<file path="config.mk">
export PLATFORM = sky130hd
export DESIGN_NAME = scalar_wb_arbiter
export DESIGN_NICKNAME = d
export VERILOG_FILES = /design/src/rtl/scalar_wb_arbiter.sv
export SDC_FILE = /design/constraint.sdc
export NUM_CORES = 1
export LEC_CHECK = 0
export CAP_MARGIN = 25
export CORE_UTILIZATION = 45
export CTS_CLUSTER_DIAMETER = 200
export DETAILED_ROUTE_END_ITERATION = 7
export MAX_ROUTING_LAYER = met4
export PLACE_DENSITY = 0.76
export SYNTH_ARGS = -nofsm -noshare
export SYNTH_HDL_FRONTEND = slang
export SYNTH_SLANG_ARGS = --single-unit
</file>
<file path="constraint.sdc">
create_clock -name clk -period 3.5 [get_ports clk]
set_clock_uncertainty 0.2 [all_clocks]
set_input_delay 0.7 -clock clk [delete_from_list [all_inputs] [get_ports clk]]
set_output_delay 0.7 -clock clk [all_outputs]
set_load 0.005 [all_outputs]
</file>
<file path="src/rtl/scalar_wb_arbiter.sv">
`default_nettype none
// +--------------------------------------------------------------------------+
// | Module      : scalar_wb_arbiter                                           |
// | Description : Writeback arbiter for the scalar register file. Merges ALU  |
// |               results and buffered load returns into one registered      |
// |               write port and tracks in-flight writes in a busy           |
// |               scoreboard.                                                |
// | Options     : SCALAR_WB_FWD_EN adds a write-port forwarding tap          |
// |               (rd_addr_1/2 -> fwd_hit_1/2, fwd_data).                    |
// | Revision    : 1.0  initial release                                       |
// +--------------------------------------------------------------------------+
module scalar_wb_arbiter #(
  parameter int DATA_W   = 16,
  parameter int ADDR_W   = 4,
  parameter int LQ_DEPTH = 2
) (
  input  logic                   clk,
  input  logic                   rst_n,
  input  logic                   alu_valid,
  input  logic [ADDR_W-1:0]      alu_dst,
  input  logic [DATA_W-1:0]      alu_data,
  output logic                   alu_ready,
  input  logic                   ld_valid,
  input  logic [ADDR_W-1:0]      ld_dst,
  input  logic [DATA_W-1:0]      ld_data,
  output logic                   ld_ready,
  input  logic                   iss_en,
  input  logic [ADDR_W-1:0]      iss_dst,
  output logic [(2**ADDR_W)-1:0] busy,
  output logic [2:0]             lq_count,
  output logic                   wr_en,
  output logic [ADDR_W-1:0]      wr_dst,
  output logic [DATA_W-1:0]      wr_data
`ifdef SCALAR_WB_FWD_EN
  ,
  input  logic [ADDR_W-1:0]      rd_addr_1,
  input  logic [ADDR_W-1:0]      rd_addr_2,
  output logic                   fwd_hit_1,
  output logic                   fwd_hit_2,
  output logic [DATA_W-1:0]      fwd_data
`endif
);

  // Storage is sized for the largest legal depth so a 2-bit pointer always
  // indexes it exactly; only the first LQ_DEPTH slots are ever used.
  localparam int       LQ_SLOTS = 4;
  localparam logic [2:0] C_DEPTH  = 3'(LQ_DEPTH);
  localparam logic [1:0] C_PTR_LAST = 2'(LQ_DEPTH - 1);

  logic [ADDR_W-1:0]      lq_dst  [LQ_SLOTS];
  logic [DATA_W-1:0]      lq_data [LQ_SLOTS];
  logic [1:0]             wr_ptr;
  logic [1:0]             rd_ptr;

  logic                   lq_full;
  logic                   lq_empty;
  logic                   push;
  logic                   sel_ld;
  logic                   sel_alu;
  logic                   sel_any;
  logic [ADDR_W-1:0]      sel_dst;
  logic [DATA_W-1:0]      sel_data;
  logic [(2**ADDR_W)-1:0] busy_nxt;

  assign lq_full   = (lq_count == C_DEPTH);
  assign lq_empty  = (lq_count == 3'd0);
  assign alu_ready = (lq_count != C_DEPTH);
  assign ld_ready  = (lq_count <  C_DEPTH);
  assign push      = ld_valid & ld_ready;

  // Arbitration: a full queue forces a drain, otherwise the ALU has priority.
  always_comb begin
    sel_ld   = lq_full | (~alu_valid & ~lq_empty);
    sel_alu  = ~lq_full & alu_valid;
    sel_any  = sel_ld | sel_alu;
    sel_dst  = sel_ld ? lq_dst[rd_ptr]  : alu_dst;
    sel_data = sel_ld ? lq_data[rd_ptr] : alu_data;
  end

  // Queue payload; no reset needed since occupancy gates every read.
  always_ff @(posedge clk) begin
    if (push) begin
      lq_dst[wr_ptr]  <= ld_dst;
      lq_data[wr_ptr] <= ld_data;
    end
  end

  // Queue pointers and occupancy; enqueue and pop together keep the count.
  always_ff @(posedge clk or negedge rst_n) begin
    if (!rst_n) begin
      wr_ptr   <= 2'd0;
      rd_ptr   <= 2'd0;
      lq_count <= 3'd0;
    end else begin
      if (push) wr_ptr <= (wr_ptr == C_PTR_LAST) ? 2'd0 : wr_ptr + 2'd1;
      if (sel_ld) rd_ptr <= (rd_ptr == C_PTR_LAST) ? 2'd0 : rd_ptr + 2'd1;
      case ({push, sel_ld})
        2'b10:   lq_count <= lq_count + 3'd1;
        2'b01:   lq_count <= lq_count - 3'd1;
        default: lq_count <= lq_count;
      endcase
    end
  end

  // Scoreboard update: a retiring write clears, a new issue sets and wins.
  always_comb begin
    busy_nxt = busy;
    if (sel_any) busy_nxt[sel_dst] = 1'b0;
    if (iss_en)  busy_nxt[iss_dst] = 1'b1;
  end

  // Registered write port and scoreboard state.
  always_ff @(posedge clk or negedge rst_n) begin
    if (!rst_n) begin
      wr_en   <= 1'b0;
      wr_dst  <= '0;
      wr_data <= '0;
      busy    <= '0;
    end else begin
      wr_en <= sel_any;
      if (sel_any) begin
        wr_dst  <= sel_dst;
        wr_data <= sel_data;
      end
      busy <= busy_nxt;
    end
  end

`ifdef SCALAR_WB_FWD_EN
  // Forwarding tap covering the register file's read-before-write.
  assign fwd_hit_1 = wr_en & (wr_dst == rd_addr_1);
  assign fwd_hit_2 = wr_en & (wr_dst == rd_addr_2);
  assign fwd_data  = wr_data;
`endif

endmodule
`default_nettype wire

</file>
* Yosys cells after proc, flatten, opt, wreduce, memory -nomap -nowiden
Memory sizes are Yosys's and may differ from the RTL's. Cells that the tools add are included.
Storage, ports and cells: output and inout bits 42, memory bits (writable) 80, word-level logic and storage cells 52, register bits after elaboration 44, memories 2, input bits 49
Cells by class: bitwise operators 11, equal/unequal tests 6, $add $sub $neg 4, magnitude comparators 5, muxes and demuxes 13, reductions and logical operators 4
Memory list:
- lq_data | words 4, bits a word 16, rd ports 1, clocked after memory_dff 0, write ports 1, line 51 | logic [DATA_W-1:0] lq_data [LQ_SLOTS];
- lq_dst | words 4, bits a word 4, rd ports 1, clocked after memory_dff 0, write ports 1, line 50 | logic [ADDR_W-1:0] lq_dst [LQ_SLOTS];
Operator list (count):
- $mux W16 | 3
- $and A16 B16 Y16 | 1
- $not A16 Y16 | 1
- $or A16 B16 Y16 | 1
- $lt A4 B5 Y1 const B | 2
- $demux W1 S4 | 2
- $ge A4 B1 Y1 const B | 2
- $eq A2 B1 Y1 const B | 3
- $pmux W3 S2 | 1
- $add A2 B1 Y2 const B | 2
- $mux W1 | 4
- $mux W2 | 2
- $mux W4 | 1
- $add A3 B1 Y3 const B | 1
- $and A1 B1 Y1 | 3
- $eq A3 B2 Y1 const B | 1
- $logic_not A3 Y1 | 1
- $lt A3 B2 Y1 const B | 1
- $ne A3 B2 Y1 const B | 1
- $not A1 Y1 | 3
- $sub A3 B1 Y3 const B | 1
- $eq A2 B2 Y1 const B | 1
- $logic_and A1 B1 Y1 | 2
- $or A1 B1 Y1 | 2
- $reduce_bool A2 Y1 | 1

* Longest topological paths before layout
Gate-level depths: netlist of run 1.
depth in word-level cells 14, depth in mapped cells 10, mapped depth without buffers 9

* Worst setup path before layout of run 1
Ideal clock, no wire load.
path kind register to register, start register lq_count[2], end memory lq_data[0][0] (enable), setup slack 615 ps, arrival time 2263 ps, period minus slack after synthesis 2885 ps, required time 2878 ps, cell stages (with the launch flop) 4, cells stage by stage dfrtp_1 -> nor2_1 -> nand2_1 -> nor3_1
Between the ends: word-level cells in the longest chain between the ends 4
Ends and longest elaborated chain:
- start, declared | line 30 | output logic [2:0] lq_count,
- start signal, assigned | line 98 | 2'b10: lq_count <= lq_count + 3'd1;
- start signal, assigned | line 99 | 2'b01: lq_count <= lq_count - 3'd1;
- start signal, assigned | line 100 | default: lq_count <= lq_count;
- $lt A3 B2 Y1 | line 68 | assign ld_ready = (lq_count < C_DEPTH);
- named net ld_ready | line 26 | output logic ld_ready,
- $and A1 B1 Y1 | line 69 | assign push = ld_valid & ld_ready;
- $mux W1 | line 82 | if (push) begin
- $mux W1 (implied by the code) | line 84 | lq_data[wr_ptr] <= ld_data;
- end, declared | line 51
The timed path passes the listed nets, and every way through them passes these cells.

* Worst setup path in the final report of run 1
start register lq_count[2], end output alu_ready
Between the ends: word-level cells in the longest chain between the ends 1
Ends and longest elaborated chain:
- $ne A3 B2 Y1 | line 67 | assign alu_ready = (lq_count != C_DEPTH);
- end, declared | line 22 | output logic alu_ready,
Every way passes these cells.

==> metrics, run 1 <==
Period Utilization, post-route=0.836; post-layout min period=2930 ps; floorplan die height=~110 microns; clock tree root buffer cell=sky130_fd_sc_hd__clkbuf_16; accumulated negative setup slack=0 ps; CTS tree=built; maximum clock frequency=roughly 0.34 GHz; core utilization of the finished layout=0.624; Die Width=roughly 110 microns; core box area=around 11000 sq um; GRT Residual Overflow=0; total standard cell area after synthesis=about 5100 sq um; syn nets=400; Seq cells post-synth=between 100 and 150; diode insertion count for antenna repair=0; number of sinks driven by the clock tree=124; Synth Flop Type=sky130_fd_sc_hd__edfxtp_1; run status=finished, final reports clean; arrival time of the worst setup path=around 2000 ps; antenna violations before repair=0; buffers inserted during post-CTS setup optimization=0; power per cell area=~810 nW/um^2; worst hold-check path type=input port to asynchronous set/reset pin; Routability Congestion=0.914; element type at the critical path end=primary output; Crit Path Max Fanout=7; number of iterations in the first detailed-routing pass=5; total wirelength of the detailed-routed design=between 10000 and 15000 microns; sum of net half-perimeters after detailed placement=roughly 7300 microns; fraction of registers with async set or reset after synthesis=0.355; Crit-path slowest cell=sky130_fd_sc_hd__clkdlybuf4s50_1; RSZ-0062 raised after global routing=false; worst slew margin relative to its limit=0.535; post-route antenna net violation count=0; top-level I/O count=between 90 and 100; number of fill cells in the layout=a little over 800; maximum clock insertion buffer count=2; syn avg cell area=between 10 and 15 sq um; leakage power of the design=around 2.5 nW; Setup Viol. Count Final=0; proportion of synthesized chip area in sequential cells=0.685; count of different cell masters after synthesis=43; largest net degree at the start of global routing=45; post-CTS clock slew at the launch and capture registers of the worst setup and hold paths=approximately 60 ps; finished layout cell area=a little under 7000 sq um; via/cell ratio=~5.6; number of nets in the layout=507; port buffer count=90; CTS H-Tree Depth=4; VDD IR-drop max=0.423 mV; Register-to-Register Path Depth=4; EDFF count, synth=80; final number of hold-violating endpoints=0; fraction of layout instances using a drive strength above 1=0.134; count of synthesis-stage warnings from yosys=0; cells after synthesis=roughly 350; row cnt=38; average routed wire per standard cell=roughly 19 microns; DRC violations left=0; first-pass GRT wire length=roughly 18000 microns; violation count after the first detailed-route iteration=283; Critical Path Source Type=register; hold buffer count at cts=0; clk_lat worst skew=400 ps; endpoint required time on the critical path=between 2000 and 3000 ps; Final Max Tran Viols=0; count of maximum capacitance violations=0; Worst path max stage delay=roughly 490 ps; sequence of cells on the critical path=nor3b_2 -> inv_1 -> clkdlybuf4s50_1; slew at the pin closest to its max-slew limit=roughly 700 ps; Layout Area Growth over Synthesis=33.6%; Die ar.=about 12000 sq um; number of buffers inserted during clock tree synthesis=17; Cell Area, Placed=between 6000 and 7000 sq um; routed via count=3391; total routing usage reported by global routing=0.216; Worst Path Class, Setup=register to primary output; count of instances resized after the clock tree is built=0; via count of the first global-routing pass=approximately 3500; effective utilization at floorplan=0.467
[final cells by class]
cell class	instances	area, sq um	area share
Inverter	15	56.3	0.00825
Clock buffer	19	433	0.0634
Timing Repair Buffer	101	991	0.145
Tap cell	140	175	0.0257
Multi-Input combinational cell	197	1510	0.220
Clock inverter	13	164	0.0240
Sequential cell	124	3500	0.513
[layout by cell type (no fill, tap or decap), types with 3 or more instances in the layout]
cell type | synthesis | layout
sky130_fd_sc_hd__clkdlybuf4s50_1 | 0 | 89
sky130_fd_sc_hd__edfxtp_1 | 80 | 80
sky130_fd_sc_hd__nand2_1 | 52 | 52
sky130_fd_sc_hd__dfrtp_1 | 44 | 44
sky130_fd_sc_hd__nor2_1 | 27 | 24
sky130_fd_sc_hd__a31oi_1 | 20 | 20
sky130_fd_sc_hd__clkbuf_16 | 0 | 17
sky130_fd_sc_hd__o211ai_1 | 15 | 15
sky130_fd_sc_hd__inv_1 | 14 | 14
sky130_fd_sc_hd__mux4_2 | 14 | 14
sky130_fd_sc_hd__nand3_1 | 12 | 12
sky130_fd_sc_hd__buf_4 | 1 | 10
sky130_fd_sc_hd__mux4_1 | 6 | 6
sky130_fd_sc_hd__a32oi_1 | 5 | 5
sky130_fd_sc_hd__nand2b_1 | 4 | 4
sky130_fd_sc_hd__a22o_1 | 4 | 4
sky130_fd_sc_hd__clkinvlp_4 | 0 | 4
sky130_fd_sc_hd__nor2_2 | 0 | 3
sky130_fd_sc_hd__mux2i_1 | 3 | 3
sky130_fd_sc_hd__xnor2_1 | 3 | 3
sky130_fd_sc_hd__inv_6 | 0 | 3
sky130_fd_sc_hd__bufinv_16 | 0 | 3
[critical path, delay by kind of cell, from the launching register on]
family	cells	cell delay, ps
buf+inv	2	730
flops	1	480
simple gates	1	420
[registers in the layout, summed over array words and instances, names as in the netlist]
signal / count
busy: 16
lq_count: 3
lq_data: 64
wr_en: 1
rd_ptr: 2
wr_data: 16
lq_dst: 16
wr_ptr: 2
wr_dst: 4
[cell families (layout without fill, tap and decap cells)]
| group | count (synthesis) | count (layout) | share of synthesized area |
|---|---|---|---|
| AO/OA/AOI/OAI | 53 | 53 | 0.0752 |
| XOR/XNOR | 5 | 5 | 0.00857 |
| adder cells (fa/ha/maj) | 2 | 2 | 0.00636 |
| buffers and inverters | 28 | 148 | 0.0235 |
| flip-flops | 124 | 124 | 0.685 |
| multiplexers | 23 | 23 | 0.0984 |
| AND/OR/NAND/NOR | 114 | 114 | 0.103 |
[power by group]
group | total, mW | internal, mW | switching [mW]
Sequential | 2.13 | 1.89 | 0.241
Combinational | 1.67 | 0.904 | 0.764
Clock | 1.75 | 1.12 | 0.629
Total | 5.55 | 3.92 | 1.63
[routing by layer]
| layer | vias to the layer above | GRT usage | part of all wire |
|---|---|---|---|
| li1 | 1550 | - | - |
| met1 | 1704 | 0.261 | 0.41 |
| met2 | 121 | 0.348 | 0.53 |
| met3 | 16 | 0.0561 | 0.055 |
| met4 | 0 | 0.0830 | 0.010 |
| met5 | - | - | 0 |
[per-stage QoR]
stage          instances  total power, mW  hold slack, ps  setup slack (ps)
2_1_floorplan        349             3.01             204               615
6_report             609             5.55            7.62               575
3_5_place_dp         576             3.82             296               612
5_1_grt              609             5.84            12.4               460
3_3_place_gp         576             3.78             284               648
4_1_cts              608             5.60             288               570
[synth_stat cells, types with 3 or more instances]
master                     instances  share of area
sky130_fd_sc_hd__a22o_1            4         0.0069
sky130_fd_sc_hd__a31oi_1          20          0.024
sky130_fd_sc_hd__a32oi_1           5         0.0086
sky130_fd_sc_hd__buf_2             3         0.0029
sky130_fd_sc_hd__clkbuf_1          7         0.0051
sky130_fd_sc_hd__dfrtp_1          44           0.22
sky130_fd_sc_hd__edfxtp_1         80           0.47
sky130_fd_sc_hd__inv_1            14          0.010
sky130_fd_sc_hd__mux2i_1           3         0.0059
sky130_fd_sc_hd__mux4_1            6          0.031
sky130_fd_sc_hd__mux4_2           14          0.062
sky130_fd_sc_hd__nand2_1          52          0.038
sky130_fd_sc_hd__nand2b_1          4         0.0049
sky130_fd_sc_hd__nand3_1          12          0.012
sky130_fd_sc_hd__nor2_1           27          0.020
sky130_fd_sc_hd__o211ai_1         15          0.022
sky130_fd_sc_hd__xnor2_1           3         0.0051
[worst paths after layout]
check	startpoint	to	slack [ps]
setup / recovery	lq_count[2]	alu_ready	570
hold / removal	rst_n	lq_count[1]	8
setup reg to reg	rd_ptr[0]	busy[3]	1120
hold reg to reg	busy[15]	busy[15]	330
max in group asynchronous	rst_n	wr_dst[0]	2590
min in group clk	busy[15]	busy[15]	330
No activity file was read; power rests on OpenSTA's default activity.
==> run 2, diff against run 1 <==
==> constraint.sdc (replaced) <==
create_clock -name clk -period 2.7 [get_ports clk]
set_clock_uncertainty 0.2 [all_clocks]
set_input_delay 0.54 -clock clk [delete_from_list [all_inputs] [get_ports clk]]
set_output_delay 0.54 -clock clk [all_outputs]
set_load 0.005 [all_outputs]
==> run 2 against run 1 <==
Register-to-register slack lost 830 ps. Clock power rose by 41%. Largest cell class unchanged. Final area is 1.7% higher. Worst setup slack lost 450 ps. Non-clock buffer count rose by 9. Power is 35% higher. Sequential power grew 28%. Combinational power grew 37%. First-iteration DRC count grew 12%. Clock-buffer cell count is the same. Critical path depth did not move.
==> metrics, run 2 (synthesis gave the netlist of run 1 again) <==
run status=finished, final reports clean; # placed instances=585 (+1.6%); row cnt=38 (unchanged); Worst Path Class, Setup=register to primary output; sum of net half-perimeters after detailed placement=7460 microns (+1.9%); Setup Viol. Count Final=0 (unchanged); DRC violations left=0 (unchanged); floorplan die height=109 microns (unchanged); Routability Congestion=0.886 (-3.0%); Largest register FFs=64 (unchanged); Period Utilization, post-route=0.954; port buffer count=90 (unchanged); count of maximum capacitance violations=0 (unchanged); cell depth of the worst setup path=3 (unchanged); Power Internal=5.33 mW (+36%); Crit Path Max Fanout=7 (unchanged); Sw Ratio=0.287 (-0.00758); final number of hold-violating endpoints=0 (unchanged); routed via count=3464 (+2.2%); Die ar.=11800 sq um (unchanged); element type at the critical path end=primary output; via count of the first global-routing pass=3607 (+3.9%); total power of the final layout=7.48 mW (+35%); fraction of layout instances using a drive strength above 1=0.155 (+0.0205); number of fill cells in the layout=799 (-3.2%); VDD IR-drop max=0.580 mV (+37%); Crit-path slowest cell=sky130_fd_sc_hd__dfrtp_1; Die Width=109 microns (unchanged); clock tree root buffer cell=sky130_fd_sc_hd__clkbuf_16; top-level I/O count=91 (unchanged); buffer and inverter count on the worst path=2 (unchanged); post-layout min period=2580 ps; worst hold slack across all endpoints=26.8 ps (+19.2 ps); maximum clock frequency=0.388 GHz; diode insertion count for antenna repair=0 (unchanged); non-filler instance count after layout=618 (+1.5%); effective utilization at floorplan=0.467 (unchanged); total wirelength of the detailed-routed design=11400 microns (+0.94%); maximum clock insertion buffer count=2 (unchanged); worst slew margin relative to its limit=0.620 (+0.0854); first-pass GRT wire length=18100 microns (+1.0%); number of buffers inserted during clock tree synthesis=17 (unchanged); power per cell area=1080 nW/um^2 (+32%); antenna violations before repair=0 (unchanged); endpoint required time on the critical path=1960 ps (-640 ps); average routed wire per standard cell=18.5 microns (-0.53%); Top delay family on crit path=buffers and inverters; Worst path max stage delay=490 ps (about the same); core box area=10900 sq um (unchanged); RSZ-0062 raised after global routing=false; CTS H-Tree Depth=4 (unchanged); clk_lat worst skew=400 ps (about the same); worst hold-check path type=input port to asynchronous set/reset pin; Critical Path Source Type=register; via/cell ratio=5.61 (+0.67%); Layout Area Growth over Synthesis=35.8%; post-route antenna net violation count=0 (unchanged); CTS tree=built; P_sw=2.14 mW (+31%); number of iterations in the first detailed-routing pass=5 (unchanged); WL met3=656 microns (+6.1%); sequential share of power=0.365 (-0.019); most used cells in the layout excluding fill and tap cells=sky130_fd_sc_hd__clkdlybuf4s50_1 (89), sky130_fd_sc_hd__edfxtp_1 (80), sky130_fd_sc_hd__nand2_1 (52), sky130_fd_sc_hd__dfrtp_1 (44), sky130_fd_sc_hd__nor2_1 (23); routed wire length on met2=5920 microns (-1.2%); GRT Residual Overflow=0 (unchanged); post-CTS clock slew at the launch and capture registers of the worst setup and hold paths=60 ps (about the same); clock network power share=0.330 (+0.014); hold buffer count at cts=0 (unchanged); combinational power share=0.305 (+0.005); routed length on met1=4660 microns (+0.97%); commonest non-fill, non-tap cell in the layout=sky130_fd_sc_hd__clkdlybuf4s50_1; number of nets in the layout=516 (+1.8%); Final Max Tran Viols=0 (unchanged); register with the most flip-flops=lq_data; accumulated negative setup slack=0 ps (unchanged); largest net degree at the start of global routing=45 (unchanged); slew at the pin closest to its max-slew limit=570 ps (-128 ps); Register-to-Register Path Depth=10 (+6); leakage power of the design=2.61 nW (+3.0%); total routing usage reported by global routing=0.217 (+0.00117); sequence of cells on the critical path=nor3b_4 -> inv_1 -> clkdlybuf4s50_1; Top Metal Used=met4; number of sinks driven by the clock tree=124 (unchanged); arrival time of the worst setup path=1840 ps (-190 ps); violation count after the first detailed-route iteration=318 (+12%)
-- run 2: changes by cell type in the layout (fill, tap and decap cells not counted), sizes merged --
cell      previous run  this run
clkinv               4         6
clkinvlp             4         1
bufinv               3         5
inv                 17        16
buf                 12        21
-- run 2: stage by stage --
stage	utilization	area, sq um	worst slack, ps
3_3_place_gp	0.574	6280	73.6
2_1_floorplan	-	5110	-185
3_5_place_dp	0.574	6280	-26.9
6_report	0.635	6940	123
5_1_grt	0.635	6940	42.5
4_1_cts	0.634	6930	2.82
-- run 2: layout make-up --
cell class | instances | area (sq um) | area share
Tap cell | 140 | 175 | 0.0252
Clock inverter | 13 | 215 | 0.0310
Timing Repair Buffer | 110 | 1050 | 0.151
Inverter | 15 | 56.3 | 0.00811
Clock buffer | 19 | 433 | 0.0624
Multi-Input combinational cell | 197 | 1510 | 0.218
Sequential cell | 124 | 3500 | 0.505
-- run 2: power groups by stage --
| stage | sequential [mW] | combinational (mW) | clock, mW |
|---|---|---|---|
| 6_report | 2.73 | 2.28 | 2.46 |
| 5_1_grt | 2.78 | 2.48 | 2.58 |
| 4_1_cts | 2.73 | 2.29 | 2.49 |
| 3_5_place_dp | 2.75 | 2.27 | 0 |
| 3_3_place_gp | 2.73 | 2.21 | 0 |
| 2_1_floorplan | 2.73 | 1.17 | 0 |
-- run 2: per-layer routing --
| layer | track usage | vias up |
|---|---|---|
| met4 | 0.0869 | 0 |
| li1 | - | 1569 |
| met2 | 0.354 | 134 |
| met1 | 0.258 | 1739 |
| met3 | 0.0542 | 22 |
| met5 | - | - |
-- run 2: worst reg2reg max path, stage by stage, from the launching register on --
cell	delay, ps
sky130_fd_sc_hd__dfrtp_1	490
sky130_fd_sc_hd__nor3b_4	300
sky130_fd_sc_hd__buf_4	160
sky130_fd_sc_hd__nor2_2	40
sky130_fd_sc_hd__inv_1	70
sky130_fd_sc_hd__ha_1	180
sky130_fd_sc_hd__inv_1	70
sky130_fd_sc_hd__fa_1	400
sky130_fd_sc_hd__xor2_1	150
sky130_fd_sc_hd__nor2_1	120
sky130_fd_sc_hd__xor2_1	150
-- run 2: what timing repair did --
item,4_1_cts,5_1_grt
pin swaps,0,1
endpoints found under the setup margin,1,2
cloned,0,0
resized for setup,1,1
buffers inserted,0,1
-- run 2: path summary, 6_finish.rpt --
check                           slack [ps]         from     endpoint
worst max-delay path                   120  lq_count[0]    alu_ready
worst min-delay path                    30        rst_n      busy[7]
worst max register to register         290  lq_count[0]  lq_count[2]
worst min register to register         300     busy[15]     busy[15]
max in group asynchronous             1880        rst_n    wr_dst[2]
min in group clk                       300     busy[15]     busy[15]
